## src/rtl/muldiv_iter.sv

```systemverilog
// muldiv_iter: iterative RV32M multiply/divide unit (shift-add / restoring divide, one bit per cycle).
// Optional macro MULDIV_EARLY_OUT_EN: ops with a trivial result bypass CALC and complete one cycle after accept.
module muldiv_iter #(
    parameter int unsigned WIDTH = 32
) (
    input  logic             clk,
    input  logic             rst_n,
    input  logic             flush,
    input  logic             in_valid,
    output logic             in_ready,
    input  logic [2:0]       op,
    input  logic [WIDTH-1:0] a,
    input  logic [WIDTH-1:0] b,
    output logic             out_valid,
    input  logic             out_ready,
    output logic [WIDTH-1:0] result
);
    localparam int unsigned CNT_W = $clog2(WIDTH) + 1;
    localparam int unsigned DW    = 2 * WIDTH;

    typedef enum logic [1:0] {IDLE, CALC, FIX, DONE} state_t;

    state_t           state_q, state_d;
    logic [2:0]       op_q, op_d;
    logic [WIDTH-1:0] opnd_q, opnd_d;
    logic [DW-1:0]    acc_q, acc_d;
    logic [CNT_W-1:0] cnt_q, cnt_d;
    logic             neg_q, neg_d;
    logic             rneg_q, rneg_d;
    logic             in_ready_d, out_valid_d;
    logic [WIDTH-1:0] result_d;

    logic             in_div, a_sgn, b_sgn, a_neg, b_neg, b_zero;
    logic [WIDTH-1:0] a_mag, b_mag;

    logic [WIDTH:0]   mul_sum, div_shift;
    logic             div_ge;
    logic [DW-1:0]    mul_next, div_next, prod_fix;
    logic [WIDTH-1:0] quo, rem, fix_res;

    // Operand decode: signedness per funct3, magnitudes as plain unsigned WIDTH-bit values.
    always_comb begin
        in_div = op[2];
        a_sgn  = in_div ? ~op[0] : (op[1:0] != 2'd3);
        b_sgn  = in_div ? ~op[0] : ~op[1];
        a_neg  = a_sgn & a[WIDTH-1];
        b_neg  = b_sgn & b[WIDTH-1];
        a_mag  = a_neg ? -a : a;
        b_mag  = b_neg ? -b : b;
        b_zero = (b == '0);
    end

`ifdef MULDIV_EARLY_OUT_EN
    logic             early;
    logic [WIDTH-1:0] early_res;

    // Trivial results known at accept: zero product, or divide by zero.
    always_comb begin
        early     = in_div ? b_zero : ((a == '0) || b_zero);
        early_res = in_div ? (op[1] ? a : '1) : '0;
    end
`endif

    // One iteration step; acc holds {product} for multiply, {remainder, quotient} for divide.
    always_comb begin
        mul_sum   = {1'b0, acc_q[DW-1:WIDTH]} + {1'b0, opnd_q};
        mul_next  = acc_q[0] ? {mul_sum, acc_q[WIDTH-1:1]} : {1'b0, acc_q[DW-1:1]};
        div_shift = {acc_q[DW-1:WIDTH], acc_q[WIDTH-1]};
        div_ge    = (div_shift >= {1'b0, opnd_q});
        div_next  = {(div_ge ? WIDTH'(div_shift - {1'b0, opnd_q}) : div_shift[WIDTH-1:0]),
                     acc_q[WIDTH-2:0], div_ge};
    end

    // Sign correction and result selection.
    always_comb begin
        prod_fix = neg_q ? -acc_q : acc_q;
        quo      = acc_q[WIDTH-1:0];
        rem      = acc_q[DW-1:WIDTH];
        case (op_q)
            3'd0:             fix_res = prod_fix[WIDTH-1:0];
            3'd1, 3'd2, 3'd3: fix_res = prod_fix[DW-1:WIDTH];
            3'd4, 3'd5:       fix_res = neg_q ? -quo : quo;
            default:          fix_res = rneg_q ? -rem : rem;
        endcase
    end

    always_ff @(posedge clk or negedge rst_n) begin
        if (!rst_n) state_q <= IDLE;
        else        state_q <= state_d;
    end

    // Next state; flush overrides everything.
    always_comb begin
        state_d = state_q;
        case (state_q)
            IDLE: begin
                if (in_valid) begin
`ifdef MULDIV_EARLY_OUT_EN
                    state_d = early ? DONE : CALC;
`else
                    state_d = CALC;
`endif
                end
            end
            CALC:    if (cnt_q == CNT_W'(1)) state_d = FIX;
            FIX:     state_d = DONE;
            DONE:    if (out_ready) state_d = IDLE;
            default: state_d = IDLE;
        endcase
        if (flush) state_d = IDLE;
    end

    // Next values of datapath and registered outputs.
    always_comb begin
        op_d        = op_q;
        opnd_d      = opnd_q;
        acc_d       = acc_q;
        cnt_d       = cnt_q;
        neg_d       = neg_q;
        rneg_d      = rneg_q;
        result_d    = result;
        in_ready_d  = (state_d == IDLE);
        out_valid_d = (state_d == DONE);
        case (state_q)
            IDLE: begin
                if (in_valid && !flush) begin
                    op_d   = op;
                    opnd_d = in_div ? b_mag : a_mag;
                    acc_d  = {{WIDTH{1'b0}}, (in_div ? a_mag : b_mag)};
                    cnt_d  = CNT_W'(WIDTH);
                    neg_d  = (a_neg ^ b_neg) & ~(in_div & b_zero);
                    rneg_d = a_neg;
`ifdef MULDIV_EARLY_OUT_EN
                    if (early) result_d = early_res;
`endif
                end
            end
            CALC: begin
                acc_d = op_q[2] ? div_next : mul_next;
                cnt_d = cnt_q - CNT_W'(1);
            end
            FIX:     result_d = fix_res;
            default: ;
        endcase
    end

    always_ff @(posedge clk or negedge rst_n) begin
        if (!rst_n) begin
            op_q      <= '0;
            opnd_q    <= '0;
            acc_q     <= '0;
            cnt_q     <= '0;
            neg_q     <= 1'b0;
            rneg_q    <= 1'b0;
            in_ready  <= 1'b1;
            out_valid <= 1'b0;
            result    <= '0;
        end else begin
            op_q      <= op_d;
            opnd_q    <= opnd_d;
            acc_q     <= acc_d;
            cnt_q     <= cnt_d;
            neg_q     <= neg_d;
            rneg_q    <= rneg_d;
            in_ready  <= in_ready_d;
            out_valid <= out_valid_d;
            result    <= result_d;
        end
    end
endmodule
```

## config.mk

```make
export PLATFORM = sky130hd
export DESIGN_NAME = muldiv_iter
export DESIGN_NICKNAME = d
export VERILOG_FILES = /design/src/rtl/muldiv_iter.sv
export SDC_FILE = /design/constraint.sdc
export NUM_CORES = 1
export LEC_CHECK = 0
export CORE_ASPECT_RATIO = 1.4
export CORE_MARGIN = 5
export CORE_UTILIZATION = 56
export CTS_BUF_LIST = sky130_fd_sc_hd__clkbuf_4
export DETAILED_ROUTE_END_ITERATION = 12
export PLACE_DENSITY = 0.8
export SYNTH_ARGS = -nofsm -noshare
export SYNTH_HDL_FRONTEND = slang
export SYNTH_SLANG_ARGS = --single-unit
```

## constraint.sdc

```tcl
create_clock -name clk -period 3.1 [get_ports clk]
set_clock_uncertainty 0.05 [all_clocks]
set_input_delay 0.465 -clock clk [delete_from_list [all_inputs] [get_ports clk]]
set_output_delay 0.465 -clock clk [all_outputs]
set_load 0.05 [all_outputs]
```

Word-level counts from Yosys, hierarchy flattened
Cells that the tools add are included.
Widths: inputs -> output; s select.
Storage, ports and cells
  output and inout bits: 34
  bits in registers: 143
  bits of input ports: 72
  logic and storage cells: 72
Operators by class
  order comparisons: 1
  bitwise gates (word level): 8
  equality and inequality tests: 12
  reduce and logical (&&, ||, !) cells: 11
  $add $sub $neg: 8
  mux-type cells: 22
Operator list (count)
  $mux 64: 4
  $mux 32: 7
  $neg 32->32: 4
  $pmux 64 s2: 1
  $pmux 32 s3: 1
  $neg 64->64: 1
  $add 32x32->33: 1
  $ge 33x32->1: 1
  $logic_not 32->1: 1
  $sub 32x32->32: 1
  $pmux 6 s2: 1
  $mux 2: 4
  $pmux 2 s4: 1
  $eq 2x2->1 const B: 3
  $eq 3x2->1 const B: 2
  $eq 3x3->1 const B: 2
  $eq 6x1->1 const B: 1
  $mux 6: 1
  $sub 6x1->6 const B: 1
  $and 1x1->1: 4
  $logic_not 2->1: 2
  $ne 2x2->1 const B: 2
  $reduce_and 2->1: 2
  $eq 3x1->1 const B: 1
  10 further kinds: 13

Depth between registers and ports, before layout
  depth after elaboration: 7
  mapped depth: 14

Worst setup path before layout
OpenSTA, ideal clock, no wires.
  path kind: register -> register
  from: register acc_q[13]
  to: register result[16]
  buffers on the path: 0
  setup slack: 0.010 ns
  cell stages (with the launch flop): 10
  clock period less this slack: 3.090 ns
  data arrival time: 2.908 ns
  cells stage by stage: dfrtp_1 -> or3_4 -> or4b_4 -> or3_4 -> or4_4 -> o31ai_4 -> xor2_1 -> nor2_1 -> a221oi_2 -> o21ai_1
Between the ends
  longest elaborated chain between the ends: 3
  elaborated cells between the ends (all ways): 5
RTL lines
  from (decl): line 26  | logic [DW-1:0] acc_q, acc_d;
  from (signal assigned): line 151  | acc_q <= '0;
  from (signal assigned): line 161  | acc_q <= acc_d;
  $neg 64->64 / $neg 32->32 (equally long branches): line 76, 82
  $mux 64 / $mux 32 (equally long branches): line 76, 82
  $pmux 32 s3 (*): line 79  | case (op_q)
  to (signal assigned): line 167  | result <= result_d;
  to (decl): line 16  | output logic [WIDTH-1:0] result
Every way passes the cells marked *; elsewhere a longest branch is shown, timed or not.
A chain may end at the register's enable or synchronous reset.

Worst setup path after layout
  from: register acc_q[13]
  to: register result[5]
Between the ends
  longest elaborated chain between the ends: 3
RTL lines
  $neg 64->64: line 76  | prod_fix = neg_q ? -acc_q : acc_q;
  $mux 64: line 76
  $pmux 32 s3: line 79
No other way between the ends.

==> flow_metrics.env <==
export IMPL_status="finished with violations"
export IMPL_violations="negative setup slack"
export IMPL_drive_gt1_share_pct=21.3
export IMPL_crit_chain="or3_4 -> or4b_4 -> or3_4 -> or3_4 -> buf_8 -> buf_4 -> o21ai_2 -> xor2_1 -> a222oi_1 -> mux2_4"
export IMPL_synth_mux_area_fraction_pct=4.56
export IMPL_synth_edff_count=0
export IMPL_fin_util_pct=73.0
export IMPL_overflow=0
export IMPL_synthDistinctLibCells=81
export IMPL_p_clk_share_pct=6.5
export IMPL_core_area_mm2=0.0254
export IMPL_tightest_slew_ns=0.800
export IMPL_yosysTopAreaCell="dfrtp_1"
export IMPL_avgViaCountPerCell=6.43
export IMPL_drc=0
export IMPL_p_int_w=0.00876
export IMPL_pwr_share_seq_pct=17.9
export IMPL_fin_crit_sh_pct=106
export IMPL_antenna_left=0
export IMPL_place_area_mm2=0.0175
export IMPL_clock_sinks=143
export IMPL_cts_root_buffer="clkbuf_4"
export IMPL_timing_hold_ws_ns=0.291
export IMPL_synth_simple_area_share_pct=19.2
export IMPL_layout_min_cycle_time_ns=3.28
export IMPL_synth_flop_cell="dfrtp_1"
export IMPL_cts_buffers_inserted=17
export IMPL_crit_required_ns=3.58
export IMPL_start_util_pct=56.9
export IMPL_fmax_ghz=0.305
export IMPL_netlist_area_leader_share_pct=24.6
export IMPL_grt_usage_pct=36.5
export IMPL_stdcell_count=2508
export IMPL_p_sw_w=0.00956
export IMPL_crit_path_max_incr_delay_ns=0.50
export IMPL_grt_max_degree=77
export IMPL_yosysSeqAreaShare_pct=24.8
export IMPL_post_synth_main_area_contributors="dfrtp_1 25%, xnor2_1 6.5%, ha_1 6.1%"
export IMPL_die_height_um=200
export IMPL_synthCells=1894
export IMPL_rsz0062_at_grt="yes"
export IMPL_synth_seq_cells=143
export IMPL_first_iter_violations=1746
export IMPL_syn_area_per_cell_um2=7.63
export IMPL_crit_type="reg2reg"
export IMPL_path_buf_inv=2
export IMPL_layout_commonest_cell="buf_4"
export IMPL_cts_tree="done"
export IMPL_ir_drop_v=0.000734
export IMPL_port_buffers=105
export IMPL_synth_area_mm2=0.0144
export IMPL_final_cell_mix="281 x buf_4, 230 x nand2_1, 142 x a21oi_1, 131 x dfrtp_1"
export IMPL_cp_common_cell="or3_4"
export IMPL_grt_pass1_wl_um=84800
export IMPL_combPwrFrac_pct=75.6
export IMPL_finalSetupViolations=14
export IMPL_nets=2319
export IMPL_critPathTopFamily="simple AND/OR/NAND/NOR gates"
export IMPL_post_drt_wl_per_cell_um=22.0
export IMPL_layout_setup_ws_ns=-0.176
export IMPL_synth_xor_xnor_area_share_pct=12.4
export IMPL_htreeDepth=4
export IMPL_gp_congestion=1.04
export IMPL_synth_async_reset_ratio_pct=100
export IMPL_wl_um=55200
export IMPL_hold_viol_final=0
export IMPL_dp_cells=2453
export IMPL_io_pins=106
export IMPL_clk_latency_ns=0.59
export IMPL_arrival_ns=3.76
export IMPL_synth_top_family_by_area="compound AO/OA/AOI/OAI gates"
export IMPL_worstSetupEndpointType="flop"
export IMPL_synth_fa_ha_area_share_pct=6.34
export IMPL_slew_violations=0
export IMPL_area_growth_syn_to_layout_pct=28.3
export IMPL_yosysWarnings=0
export IMPL_vias=16100
export IMPL_cellLeakagePower_nw=7.90
export IMPL_drt_pass1_iter_count=6
export IMPL_rrSetupSlack_ns=-0.18
export IMPL_maxCapViolations=0
export IMPL_powerDensity_mw_per_mm2=988
export IMPL_grt_pass1_vias=15500
export IMPL_hpwl_um=43500
export IMPL_design_area_mm2=0.0185
export IMPL_synth_compound_area_share_pct=27.4
export IMPL_critPathMaxFanout=6
export IMPL_antenna_found_initial=1
export IMPL_path_clk_slew_ns=0.14
export IMPL_die_area_mm2=0.0292
export IMPL_cp_start_kind="flop"
export IMPL_cp_slowest_cell="or4b_4"
export IMPL_die_w_um=146
export IMPL_relSlewSlack_pct=46.7
export IMPL_synth_nets=2038
export IMPL_clk_path_buf_depth=2
export IMPL_hp_class="in2async"
export IMPL_rows=69
export IMPL_switching_share_pct=52.2
==> synthesized netlist by cell type, types with 5 or more instances <==
| cell | n |
|---|---|
| a211oi_1 | 40 |
| a21o_1 | 27 |
| a21oi_1 | 153 |
| a221oi_1 | 6 |
| a22o_1 | 10 |
| a22oi_1 | 5 |
| a31oi_1 | 24 |
| and2_1 | 9 |
| and3_1 | 11 |
| buf_1 | 14 |
| clkbuf_1 | 122 |
| dfrtp_1 | 142 |
| ha_1 | 70 |
| inv_1 | 59 |
| mux2_2 | 5 |
| mux2i_1 | 59 |
| nand2_1 | 233 |
| nand2b_1 | 21 |
| nand3_1 | 39 |
| nand3b_1 | 6 |
| nand4_1 | 13 |
| nor2_1 | 118 |
| nor2b_1 | 13 |
| nor3_1 | 38 |
| nor4_1 | 13 |
| o2111ai_1 | 5 |
| o211ai_1 | 25 |
| o21a_1 | 7 |
| o21ai_0 | 128 |
| o21ai_1 | 66 |
| o221ai_1 | 23 |
| o22ai_1 | 15 |
| o31ai_1 | 22 |
| o41ai_1 | 11 |
| or2_2 | 10 |
| or3_1 | 26 |
| or4_1 | 13 |
| xnor2_1 | 107 |
| xor2_1 | 97 |
==> final cells by class <==
| class | count | area (µm²) |
|---|---|---|
| clock inverter | 15 | 136 |
| fill | 2011 | 6840 |
| sequential | 143 | 3590 |
| tap | 319 | 399 |
| timing repair buffer | 403 | 3390 |
| clock buffer | 17 | 128 |
| inverter | 62 | 235 |
| multi-input combinational | 1548 | 10700 |
| antenna | 1 | 2.50 |
==> registers in the layout, summed over array words and instances, names as in the netlist <==
signal / flops
state_q: 2
opnd_q: 32
in_ready: 1
rneg_q: 1
op_q: 3
out_valid: 1
neg_q: 1
acc_q: 64
result: 32
cnt_q: 6
==> repair_timing <==
action	CTS	global route
setup endpoints to repair	49	57
hold endpoints to repair	34	0
pin swaps	16	78
gates resized for setup	31	109
hold buffers	1	0
gates cloned	1	0
setup buffers	5	18
==> metrics by stage <==
step,power (W),worst slack [ns],setup TNS (ns)
3_3_place_gp,0.0157,-0.455,-9.05
3_5_place_dp,0.0159,-0.485,-12.11
2_1_floorplan,0.0112,0.0101,0
6_report,0.0183,-0.176,-1.06
5_1_grt,0.0194,-0.235,-3.12
4_1_cts,0.0172,-0.0870,-0.503
==> path summary, 6_finish.rpt <==
check	start	cells after the start	to
min reg2reg	result[2]	2	result[2]
min	rst_n	2	result[15]
min in group clk	result[2]	2	result[2]
max in group asynchronous	rst_n	3	opnd_q[7]
max	acc_q[13]	10	result[5]
max reg2reg	acc_q[13]	10	result[5]
==> worst register-to-register path, cell delays in order (launching register included) <==
cell and delay [ns]:
dfrtp_1 0.41, or3_4 0.39, or4b_4 0.50, or3_4 0.38, or3_4 0.40, buf_8 0.16
buf_4 0.14, o21ai_2 0.11, xor2_1 0.08, a222oi_1 0.37, mux2_4 0.22
==> routing by layer <==
layer | global-route usage, % | vias up | wire length [µm]
met4 | 23.7 | 0 | 4670
met2 | 61.1 | 881 | 25200
met5 | 0 | - | 0
met1 | 43.1 | 7542 | 20400
met3 | 7.02 | 254 | 4960
li1 | - | 7441 | -
==> cell families (layout without fill, tap and decap cells) <==
family | Yosys count | after routing
xor gates and xnor gates | 204 | 204
DFF | 143 | 143
adders and majority gates | 72 | 72
and+or+nand+nor | 585 | 585
muxes | 65 | 65
buffers and inverters | 203 | 497
AOI/OAI and AO/OA | 622 | 622
other | 0 | 1
==> power groups by stage <==
| stage | Combinational [W] | Sequential, W | Clock [W] |
|---|---|---|---|
| floorplan | 0.00754 | 0.00364 | 0 |
| global placement | 0.0124 | 0.00323 | 0 |
| detailed placement | 0.0126 | 0.00326 | 0 |
| CTS | 0.0128 | 0.00322 | 0.00120 |
| global route | 0.0148 | 0.00334 | 0.00127 |
| finish | 0.0139 | 0.00328 | 0.00119 |
Power figures use the tool's default switching activity.
